File: src/rtl/ws2812_pkg.sv
// Shared types and default timing for the parallel WS2812 output engine.
// Timing defaults assume an 80 MHz system clock.
package ws2812_pkg;

  typedef enum logic [2:0] {
    ST_IDLE,
    ST_FETCH,
    ST_LOAD,
    ST_SEND,
    ST_LATCH
  } state_t;

  localparam int DEF_BIT_CYC = 100;    // 1.25 us
  localparam int DEF_T0H_CYC = 32;     // 0.4 us
  localparam int DEF_T1H_CYC = 64;     // 0.8 us
  localparam int DEF_RST_CYC = 24000;  // 300 us

  localparam int WORD_GRB  = 24;
  localparam int WORD_GRBW = 32;

endpackage

File: src/rtl/ws2812_bit_timer.sv
// Shared bit-period and bit-index counters for all channels; decodes the
// bit boundaries and the two high-time windows from the current cycle count.
module ws2812_bit_timer #(
  parameter int BIT_CYC   = 100,
  parameter int WORD_BITS = 24,
  parameter int T0H_CYC   = 32,
  parameter int T1H_CYC   = 64
) (
  input  logic clk,
  input  logic rst,
  input  logic clr,
  input  logic run,
  output logic bit_first,
  output logic bit_last,
  output logic word_last,
  output logic hi_t0,
  output logic hi_t1
);

  localparam int CW = $clog2(BIT_CYC);
  localparam int BW = $clog2(WORD_BITS);

  logic [CW-1:0] cyc;
  logic [BW-1:0] bit_idx;

  assign bit_first = (cyc == '0);
  assign bit_last  = (cyc == CW'(BIT_CYC - 1));
  assign word_last = (bit_idx == BW'(WORD_BITS - 1));
  assign hi_t0     = (cyc < CW'(T0H_CYC));
  assign hi_t1     = (cyc < CW'(T1H_CYC));

  always_ff @(posedge clk) begin
    if (rst || clr) begin
      cyc     <= '0;
      bit_idx <= '0;
    end else if (run) begin
      if (bit_last) begin
        cyc     <= '0;
        bit_idx <= word_last ? '0 : bit_idx + BW'(1);
      end else begin
        cyc <= cyc + CW'(1);
      end
    end
  end

endmodule

File: src/rtl/ws2812_multi_out.sv
// N-channel lock-step WS2812 serialiser: reads one word per channel per LED from
// a frame buffer (1-cycle read latency, data held until the next read) and shifts it out MSB first.
module ws2812_multi_out
  import ws2812_pkg::*;
#(
  parameter int CH_NUM    = 8,
  parameter int LED_NUM   = 64,
  parameter int WORD_BITS = WORD_GRB,
  parameter int BIT_CYC   = DEF_BIT_CYC,
  parameter int T0H_CYC   = DEF_T0H_CYC,
  parameter int T1H_CYC   = DEF_T1H_CYC,
  parameter int RST_CYC   = DEF_RST_CYC,
  localparam int AW       = $clog2(LED_NUM)
) (
  input  logic                          clk_in,
  input  logic                          rst_in,
  input  logic                          frame_rdy_in,
  input  logic [AW:0]                   led_cnt_in,
  input  logic [CH_NUM-1:0]             ch_en_in,
  output logic                          rd_en_out,
  output logic [AW-1:0]                 rd_addr_out,
  input  logic [CH_NUM*WORD_BITS-1:0]   rd_data_in,
  output logic                          busy_out,
  output logic                          done_out,
  output logic [CH_NUM-1:0]             ws2812_data_out
);

  localparam int LW = $clog2(RST_CYC + 1);
  localparam logic [AW:0] LED_MAX = LED_NUM[AW:0];

  if (!(T0H_CYC < T1H_CYC && T1H_CYC < BIT_CYC)) begin : g_bad_timing
    $error("ws2812_multi_out: need T0H_CYC < T1H_CYC < BIT_CYC");
  end
  if (WORD_BITS != WORD_GRB && WORD_BITS != WORD_GRBW) begin : g_bad_word
    $error("ws2812_multi_out: WORD_BITS must be 24 or 32");
  end

  state_t            state;
  logic [AW:0]       cnt_q;
  logic [CH_NUM-1:0] en_q;
  logic              pending;
  logic              nxt_vld;
  logic [LW-1:0]     lat_cnt;

  logic bit_first, bit_last, word_last, hi_t0, hi_t1;
  logic sending, lat_end, start, more, load_word, shift_bit;
  logic [AW:0] cnt_clamped;
  logic [AW:0] nxt_idx;

  assign sending     = (state == ST_SEND);
  assign lat_end     = (state == ST_LATCH) && (lat_cnt == LW'(RST_CYC));
  assign start       = ((state == ST_IDLE) && frame_rdy_in) || (lat_end && pending);
  assign cnt_clamped = (led_cnt_in > LED_MAX) ? LED_MAX : led_cnt_in;
  assign nxt_idx     = {1'b0, rd_addr_out} + {{AW{1'b0}}, 1'b1};
  assign more        = (nxt_idx < cnt_q);
  assign load_word   = (state == ST_LOAD) || (sending && bit_last && word_last && nxt_vld);
  assign shift_bit   = sending && bit_last && !word_last;

  ws2812_bit_timer #(
    .BIT_CYC  (BIT_CYC),
    .WORD_BITS(WORD_BITS),
    .T0H_CYC  (T0H_CYC),
    .T1H_CYC  (T1H_CYC)
  ) u_timer (
    .clk      (clk_in),
    .rst      (rst_in),
    .clr      (state == ST_LOAD),
    .run      (sending),
    .bit_first(bit_first),
    .bit_last (bit_last),
    .word_last(word_last),
    .hi_t0    (hi_t0),
    .hi_t1    (hi_t1)
  );

  always_ff @(posedge clk_in) begin
    if (rst_in) begin
      state       <= ST_IDLE;
      cnt_q       <= '0;
      en_q        <= '0;
      pending     <= 1'b0;
      nxt_vld     <= 1'b0;
      lat_cnt     <= '0;
      rd_en_out   <= 1'b0;
      rd_addr_out <= '0;
      busy_out    <= 1'b0;
      done_out    <= 1'b0;
    end else begin
      rd_en_out <= 1'b0;
      done_out  <= 1'b0;
      if (frame_rdy_in && state != ST_IDLE) pending <= 1'b1;
      case (state)
        ST_IDLE:  ;
        ST_FETCH: state <= ST_LOAD;
        ST_LOAD:  state <= ST_SEND;
        ST_SEND: begin
          if (bit_first && word_last && more) begin
            rd_en_out   <= 1'b1;
            rd_addr_out <= nxt_idx[AW-1:0];
            nxt_vld     <= 1'b1;
          end
          if (bit_last && word_last) begin
            if (nxt_vld) begin
              nxt_vld <= 1'b0;
            end else begin
              // Pins lag the counters by one clock, so the gap counts RST_CYC+1 states here.
              state   <= ST_LATCH;
              lat_cnt <= '0;
            end
          end
        end
        ST_LATCH: begin
          if (lat_end) begin
            done_out <= 1'b1;
            busy_out <= 1'b0;
            pending  <= 1'b0;
            state    <= ST_IDLE;
          end else begin
            lat_cnt <= lat_cnt + LW'(1);
          end
        end
        default: state <= ST_IDLE;
      endcase
      if (start) begin
        cnt_q    <= cnt_clamped;
        en_q     <= ch_en_in;
        busy_out <= 1'b1;
        if (cnt_clamped == '0) begin
          state   <= ST_LATCH;
          lat_cnt <= LW'(1);
        end else begin
          state       <= ST_FETCH;
          rd_en_out   <= 1'b1;
          rd_addr_out <= '0;
        end
      end
    end
  end

  for (genvar c = 0; c < CH_NUM; c++) begin : g_ch
    logic [WORD_BITS-1:0] sh;
    logic                 q;

    always_ff @(posedge clk_in) begin
      if (rst_in) begin
        sh <= '0;
        q  <= 1'b0;
      end else begin
        if (load_word) begin
          sh <= rd_data_in[c*WORD_BITS +: WORD_BITS];
        end else if (shift_bit) begin
          sh <= {sh[WORD_BITS-2:0], 1'b0};
        end
        q <= sending && en_q[c] && (sh[WORD_BITS-1] ? hi_t1 : hi_t0);
      end
    end

    assign ws2812_data_out[c] = q;
  end

endmodule

File: config.mk
export PLATFORM = sky130hd
export DESIGN_NAME = ws2812_multi_out
export DESIGN_NICKNAME = d
export VERILOG_FILES = /design/src/rtl/ws2812_pkg.sv /design/src/rtl/ws2812_bit_timer.sv /design/src/rtl/ws2812_multi_out.sv
export SDC_FILE = /design/constraint.sdc
export NUM_CORES = 1
export LEC_CHECK = 0
export CORE_ASPECT_RATIO = 0.7
export CORE_MARGIN = 2
export CORE_UTILIZATION = 50
export CTS_CLUSTER_SIZE = 25
export DETAILED_ROUTE_END_ITERATION = 8
export HOLD_SLACK_MARGIN = 0.03
export PLACE_DENSITY = 0.78
export SLEW_MARGIN = 15
export SYNTH_ARGS = -nofsm -noshare
export SYNTH_HDL_FRONTEND = slang
export SYNTH_SLANG_ARGS = --single-unit
File: constraint.sdc
create_clock -name clk_in -period 3.4 [get_ports clk_in]
set_clock_uncertainty 0.15 [all_clocks]
set_input_delay 0.51 -clock clk_in [delete_from_list [all_inputs] [get_ports clk_in]]
set_output_delay 0.51 -clock clk_in [all_outputs]
set_load 0.01 [all_outputs]
# == Yosys cells after proc, flatten, opt, wreduce, memory -nomap -nowiden ==
# Index checks and enable logic that the tools add are counted.
# Widths: inputs -> output; s select.
# op_classes
add_sub_neg,4
magnitude_cmp,4
n_eq_ne,11
muxes,57
bitwise_logic,1
reduce_logical,42
# ops
op,count
$mux 24,16
$mux 15,5
$pmux 15 s2,1
$logic_and 1x1->1,27
$mux 6,4
$mux 1,22
$add 15x1->15 const B,1
$eq 15x15->1 const B,1
$mux 3,5
$pmux 3 s5,1
$logic_not 7->1,2
$mux 7,2
$add 6x1->7 const B,1
$add 7x1->7 const B,1
$eq 7x7->1 const B,1
$gt 7x7->1 const B,1
$lt 7x6->1 const B,1
$lt 7x7->1,1
$lt 7x7->1 const B,1
$eq 3x2->1 const B,2
$reduce_bool 2->1,3
$add 5x1->5 const B,1
$eq 5x5->1 const B,1
$mux 5,1
14 further kinds,17
# word_totals
regBits,256
input_bits,210
out_inout_bits,17

# == Longest topological paths before layout ==
# Gate-level depths: netlist of the first run.
# depth
word_depth,7
depth_mapped,11
mapped_depth_nobuf,10

# == Modules after synthesis ==
# A second synthesis of the first run with hierarchy kept.
# hier_totals
cells_unflattened,1425
hier_area_um2,11767.5
# by_module_without_submodules
mod,n_inst,cells_each,area_each_um2
ws2812_multi_out,1,1350,11140.7
ws2812_bit_timer,1,75,626.9

# == Worst setup path after synthesis of the first run ==
# OpenSTA, ideal clock, no wires.
# synth_timing
kind,register to register
from,reg rd_addr_out[2]
to,reg rd_addr_out[2]
setup_time_ps,71
arrival_ps,2278
setup_slack_ps,901
path_stages_with_launch,9
path_buffers,1
period_less_slack_ps,2499
cell_sequence,dfxtp_1 nand3_1 xnor2_1 ha_1 a2111oi_0 o21ai_0 clkbuf_1 or4_1 a21oi_1
# synth_via
elab_chain_cells,7
# synth_lines
item,line_no,source
from (decl),ws2812_multi_out.sv:21,"output logic [AW-1:0] rd_addr_out,"
from (signal assigned),ws2812_multi_out.sv:99,rd_addr_out <= nxt_idx[AW-1:0];
$add 6x1->7,ws2812_multi_out.sv:54,"assign nxt_idx = {1'b0, rd_addr_out} + {{AW{1'b0}}, 1'b1};"
$lt 7x7->1,ws2812_multi_out.sv:55,assign more = (nxt_idx < cnt_q);
$logic_and 1x1->1,ws2812_multi_out.sv:97,if (bit_first && word_last && more) begin
$mux 6,ws2812_multi_out.sv:97,
$mux 6 (*),ws2812_multi_out.sv:92,case (state)
$mux 6,ws2812_multi_out.sv:128,if (cnt_clamped == '0) begin
$mux 6 (*),ws2812_multi_out.sv:124,if (start) begin
# Every way passes the cells marked *; elsewhere a longest branch is shown, timed or not.
# A chain may end at the register's enable or synchronous reset.

# == Worst setup path in the final report of the first run ==
# layout_timing
from,reg rd_addr_out[0]
to,reg rd_addr_out[2]
# layout_via
elab_chain_cells,7
# layout_lines
item,line_no
$add 6x1->7 (*),ws2812_multi_out.sv:54
$lt 7x7->1,ws2812_multi_out.sv:55
$logic_and 1x1->1,ws2812_multi_out.sv:97
$mux 6 (*),ws2812_multi_out.sv:97
$mux 6 (*),ws2812_multi_out.sv:92
$mux 6,ws2812_multi_out.sv:128
$mux 6 (*),ws2812_multi_out.sv:124
# Marks and branches as above.

==> results of run 1 <==
[sequential cells by signal, summed over array words and instances, names as in the netlist]
signal / flops
busy_out: 1
en_q: 8
pending: 1
nxt_vld: 1
lat_cnt: 15
rd_en_out: 1
g_ch.sh: 192
g_ch.q: 8
cnt_q: 7
u_timer.bit_idx: 5
done_out: 1
u_timer.cyc: 7
state: 3
rd_addr_out: 6
[cell families after synthesis]
group	count (synthesis)	synth area share, %
flip-flops	256	46.32
adder cells (fa/ha/maj)	12	1.357
multiplexers	10	1.006
buffers and inverters	145	5.812
XOR/XNOR	11	0.8707
AO/OA/AOI/OAI	631	29.54
AND/OR/NAND/NOR	369	15.10
[area by class of cell]
cell class / instances / area share, %
Sequential cell: 256 / 36.07
Timing Repair Buffer: 241 / 17.29
Inverter: 15 / 0.4139
Multi-Input combinational cell: 1033 / 37.46
Clock inverter: 9 / 0.9070
Antenna cell: 1 / 0.01761
Clock buffer: 37 / 5.354
Tap cell: 282 / 2.483
[routing by layer]
metal,vias up,track usage [%]
met3,40,4.670
met5,-,0
met4,0,5.882
met1,4926,35.32
met2,333,39.60
li1,5285,-
[power by group through the flow]
stage	Sequential, mW	Combinational (mW)	Clock (mW)
2_1_floorplan	3.39	0.539	0
3_3_place_gp	3.41	0.886	0
3_5_place_dp	3.42	0.908	0
4_1_cts	3.36	0.914	3.01
5_1_grt	3.39	1.03	3.13
6_report	3.36	0.912	2.96
[worst max-delay path, cell delays in order, from the launching register on]
cell and delay (ns):
dfxtp_1 0.44, nand3_1 0.19, xnor2_1 0.17, ha_1 0.22, a2111oi_0 0.51, o21ai_0 0.35
buf_4 0.25, or4_1 0.39, a21oi_1 0.15
[worst max path at each step]
| stage | start | to | slack [ns] | depth (start not counted) |
|---|---|---|---|---|
| after floorplan | rd_addr_out[2]$_SDFF_PP0_ | rd_addr_out[2]$_SDFF_PP0_ | 0.90 | 8 |
| after global placement | rd_addr_out[2]$_SDFF_PP0_ | rd_addr_out[3]$_SDFF_PP0_ | 0.66 | 8 |
| after detailed placement | rd_addr_out[0]$_SDFF_PP0_ | rd_addr_out[2]$_SDFF_PP0_ | 0.54 | 8 |
| after CTS | rd_addr_out[0]$_SDFF_PP0_ | rd_addr_out[2]$_SDFF_PP0_ | 0.52 | 8 |
| after global routing | rd_addr_out[2]$_SDFF_PP0_ | rd_addr_out[2]$_SDFF_PP0_ | 0.08 | 8 |
| final | rd_addr_out[0]$_SDFF_PP0_ | rd_addr_out[2]$_SDFF_PP0_ | 0.49 | 8 |
[cell usage in the layout (no fill, tap or decap), drive strengths merged, types with 7 or more instances in the layout]
cell           netlist  layout
nand2              237     237
o21ai              203     203
nand3               27      27
inv                 15      16
ha                  12      12
dfxtp              256     256
mux2                 9       9
a21oi              392     392
nand3b               7       7
a31oi                7       7
buf                 53      16
clkbuf              77      37
clkdlybuf4s50        0     225
nor2                42      42
nand4               11      11
==> metrics.txt, run 1 <==
worst-case reg-to-reg path depth=8; Worst Tran Pin Value=0.7479 ns; Top Layer Used=met4; Die W=181.8 um; sequential cell area=5125 sq um; Gate Count Post-Synth=1434; reg-to-reg startpoint=rd_addr_out[0]$_SDFF_PP0_; top cell type's share of synthesized area=46.32%; Synth area leader=dfxtp_1; clk root buf=clkbuf_16; clk slew on worst S/H paths=0.06 ns; TNS Setup=0 ns; leakage power=4.904 nW; total of max-cap violations=0; Layout Nets=1794; Logic pwr share=12.6%; GRT Total Usage=24.92%; RSZ-0062 raised after global routing=false; post-layout min period=2.911 ns; CTS Buf Count=25; Longest Clk Path Bufs=3; synthesis-to-finish area growth=28.42%; initial core utilization=51.04%; Synth cell types=55; Clock power frac=40.9%; total number of vias=10580; WP data required=3.70 ns; worst skew pair latency=0.53 ns; WHS Path Cells=2; DRT iter0 DRCs=980; design area=14210 sq um; DP Worst Slack=0.5396 ns; Top-Level Pins=227; Syn Nets=1656; Setup Buffers After CTS=0; Tot Pwr=7.230 mW; TritonCTS clock tree=yes; hold_ws=0.2991 ns; worst-path maximum fanout=7; net switching power=1.769 mW; R2R Path End=rd_addr_out[2]$_SDFF_PP0_; core area=21680 sq um; die height=128.5 um; Crit. End Element=register; share of layout cells above drive strength 1=5.028%; GPL Wtd Cong=0.8627; Core Rows=45; Congestion Overflow GR=0; filler cell count=1842; Post-Route WL=29.84 mm; status=completed; highest clock rate=343.6 MHz; Arrival @ worst endpoint=3.21 ns; H-tree lvl count=1; Cell Count, Final, Fillers Out=1874; flop-to-flop setup slack=0.49 ns; Final Cycle Share=85.61%; async set-or-reset flop fraction in the synthesized netlist=0%; syn_area_per_cell=7.716 sq um; top-count cell post-synth=a21oi_1; Hold EP=g_ch[5].q$_SDFF_PP0_; placed cell areas=13320 sq um; metal3 WL=2.074 mm; DIE AREA=23350 sq um; crit path kind=register to register; hold buffer count at cts=0; min-delay src=en_q[5]$_SDFFE_PP0N_; dpl hpwl=19.09 mm; clk sink count=256; met2 WL=13.30 mm; met1 WL=13.90 mm; 1st-pass router iterations=7; EDFF count, synth=0; number of vias per cell=5.648; register share of total power=46.5%; Top FF cell, synth=dfxtp_1; Ys Warns=0; synthesized flop and latch total=256; DRC=0; wire per inst=15.93 um; cts repair resizes=0; largest net degree at the start of global routing=128; IO Port Bufs=226; first-pass GRT wire length=48.53 mm; setup violation total in the final timing report=0; switch share=24.47%; Slew Viols, Final=0; antenna violations before repair=1; Final ANT Viol Nets=0; Area contributors post-synth=dfxtp_1, a21oi_1, o21ai_0, nand2_1, clkbuf_1; startpoint types=register; Pint=5.461 mW; hold crit path type=register to register; placed insts=1827; Seq/Total Area, Yosys=46.32%; area of the multi-input gates=5323 sq um; power per cell area=508.9 nW/um^2; vias in the first global route=9671; PnR worst setup slack=0.4893 ns; most frequent cells after synthesis=a21oi_1, dfxtp_1, nand2_1, o21ai_0, clkbuf_1; Hold Vio Cnt, Final=0; mapped cell area=11060 sq um; Slew headroom=49.61%; Worst VDD drop=433.3 uV; fin util=65.55%
No activity file was read; power rests on OpenSTA's default activity.
==> run 2: changes to the inputs <==
--- a/config.mk
+++ b/config.mk
@@ -5,13 +5,14 @@
 export SDC_FILE = /design/constraint.sdc
 export NUM_CORES = 1
 export LEC_CHECK = 0
+export ABC_AREA = 1
 export CORE_ASPECT_RATIO = 0.7
 export CORE_MARGIN = 2
 export CORE_UTILIZATION = 50
 export CTS_CLUSTER_SIZE = 25
 export DETAILED_ROUTE_END_ITERATION = 8
 export HOLD_SLACK_MARGIN = 0.03
-export PLACE_DENSITY = 0.78
+export PLACE_DENSITY = 0.77
 export SLEW_MARGIN = 15
 export SYNTH_ARGS = -nofsm -noshare
 export SYNTH_HDL_FRONTEND = slang
==> run 2 against run 1 <==
  * Core utilization is 1.4 points lower
  * First-iteration DRC count down 4.7%
  * Combinational power grew to 2.7 times the previous value
  * Critical path depth up 2
  * Count of clock-buffer cells in the layout grew 4
  * Global-route usage shrank 1.7 points
  * Fmax is 7.8% higher
  * Sequential share of layout area down 2.6 points
  * Clock power is 4% lower
  * Synthesized cell count increased by 31%
  * Die area rose by 11%
  * Register-to-register slack gained 0.21 ns
  * Highest routed layer unchanged
==> metrics.txt, run 2 <==
status=completed; wire per inst=12.96 um; IO Port Bufs=226; clk sink count=256; TritonCTS clock tree=yes; GRT met1 Usage=32.92%; TNS Setup=0 ns; commonest non-fill, non-tap cell in the layout=nand2_1; Final ANT Viol Nets=0; setup violation total in the final timing report=0; DP Worst Slack=0.7910 ns; DRC=0; Longest Clk Path Bufs=3; synthesis-to-finish area growth=24.59%; biggest regs=g_ch.sh x192, lat_cnt x15; net switching power=3.003 mW; met2 Use GR=37.63%; Synth area leader=dfxtp_1; PnR worst setup slack=0.6990 ns; die height=135.2 um; async set-or-reset flop fraction in the synthesized netlist=0%; Antenna Cells=0; H-tree lvl count=1; WP data required=3.65 ns; Worst VDD drop=530.2 uV; EDFF count, synth=0; worst-path maximum fanout=9; Slew headroom=34.66%; largest family of logic cells by synthesized area=simple AND/OR/NAND/NOR gates; reg-to-reg startpoint=rd_addr_out[0]$_SDFF_PP0_; DRT iter0 DRCs=934; crit path from=rd_addr_out[0]$_SDFF_PP0_; highest clock rate=370.2 MHz; dpl hpwl=20.42 mm; post-layout min period=2.701 ns; Slew Viols, Final=0; fin util=64.12%; xor-xnor portion of the synthesized cell area=0.3564%; Crit path largest cell delay=0.44 ns; share of layout cells above drive strength 1=2.795%; 1st-pass router iterations=5; Critical-path top delay cell=dfxtp_1; syn_area_per_cell=6.549 sq um; Top reg by flops=g_ch.sh; Congestion Overflow GR=0; Core Rows=47; Seq/Total Area, Yosys=41.71%; initial core utilization=51.46%; DIE AREA=25860 sq um; crit path kind=register to register; Die W=191.4 um; post-synthesis adder-cell area fraction=1.222%; Top FF cell, synth=dfxtp_1; Logic pwr share=26.3%; most frequent cells in the layout=nand2_1, a21oi_1, dfxtp_1; Top-Level Pins=227; critical path's top delay family=simple AND/OR/NAND/NOR gates; clk slew on worst S/H paths=0.06 ns; largest net degree at the start of global routing=186; mux contribution to synthesized area=0%; Pint=6.509 mW; Gate Count Post-Synth=1876; GPL Wtd Cong=0.8726; Synth cell types=28; Crit. End Element=register; min-delay src=g_ch[0].sh[20]$_SDFFE_PP0P_; top cell type's share of synthesized area=41.71%; first-pass GRT wire length=50.60 mm; CTS Buf Count=26; mapped cell area=12290 sq um; Area contributors post-synth=dfxtp_1, nand2_1, a21oi_1, inv_1, nor2_1; cts repair resizes=0; core area=23880 sq um; Hold Vio Cnt, Final=0; Final Cycle Share=79.44%; startpoint types=register; vias in the first global route=10890; RSZ-0062 raised after global routing=false; Clock power frac=30.0%; hold buffer count at cts=0; top-count cell post-synth=nand2_1; total number of vias=11930; filler cell count=2205; Simple-Gate Fraction of Synth Area=25.80%; Setup Buffers After CTS=0; Compound-Gate Fraction of Synth Area=18.22%; clk root buf=clkbuf_16; max reg flops=192; synthesized flop and latch total=256; switch share=31.57%; worst skew pair latency=0.52 ns; leakage power=6.418 nW; total of max-cap violations=0; Syn Nets=2098; GRT Total Usage=23.18%; buffer and inverter count on the worst path=0; GRT Max-Usage Layer=met2; number of vias per cell=5.063; antenna violations before repair=0; Worst Tran Pin Value=0.9766 ns; hold crit path type=register to register; Arrival @ worst endpoint=2.95 ns; Ys Warns=0; power per cell area=621.4 nW/um^2; Layout Nets=2245; most frequent cells after synthesis=nand2_1, a21oi_1, dfxtp_1, inv_1, nor2_1; CP cell instances=ha_1 > nand3_1 > nor3b_1 > ha_1 > nand2_1 > nor2_1 > nand2_1 > nand4_1 > o21ai_0 > nor2_1; Post-Route WL=30.54 mm; register share of total power=43.8%; GR met3 Demand/Resource=3.367%
## run 2: routing by layer
metal	up-vias	part of all wire, %
met5	-	0
met4	0	1.8
met3	40	6.4
met2	365	45
met1	5361	47
li1	6167	-
## run 2: final cells by class
class / instances / area (sq um) / share of cell area [%]
multi-input combinational: 1265 / 5618 / 36.70
clock inverter: 3 / 40.04 / 0.2615
inverter: 237 / 899.6 / 5.877
clock buffer: 41 / 808.3 / 5.280
tap: 318 / 397.9 / 2.599
sequential: 256 / 5125 / 33.48
timing repair buffer: 237 / 2420 / 15.81
## run 2: tightest hold or removal path, stage by stage (launching register included)
cell     delay [ns]
dfxtp_1        0.31
nand2_1        0.06
a21oi_1        0.05
## run 2: cell families after synthesis
| family | Yosys count |
|---|---|
| simple gates | 806 |
| xor+xnor | 5 |
| compound gates | 442 |
| fa+ha+maj | 12 |
| flops | 256 |
| buf+inv | 355 |
## run 2: through the flow
step	hold slack (ns)	std cells	cell area, sq um	power, mW
4_1_cts	0.2975	2357	15310	9.569
3_3_place_gp	0.2944	2313	14460	6.595
3_5_place_dp	0.3000	2313	14460	6.708
2_1_floorplan	0.2840	1876	12290	6.148
6_report	0.3043	2357	15310	9.513
5_1_grt	0.3221	2357	15310	10.16
## run 2: final timing paths
kind	endpoint	slack, ns	cells past startpoint
max	rd_addr_out[2]$_SDFF_PP0_	0.70	10
min	g_ch[0].sh[21]$_SDFFE_PP0P_	0.30	2
max reg2reg	rd_addr_out[2]$_SDFF_PP0_	0.70	10
min reg2reg	g_ch[0].sh[21]$_SDFFE_PP0P_	0.30	2
## run 2: power groups by stage
stage | sequential (mW) | combinational, mW | clock, mW
2_1_floorplan | 4.11 | 2.03 | 0
5_1_grt | 4.25 | 2.90 | 3.02
6_report | 4.16 | 2.50 | 2.85
3_5_place_dp | 4.22 | 2.49 | 0
3_3_place_gp | 4.19 | 2.40 | 0
4_1_cts | 4.16 | 2.50 | 2.90
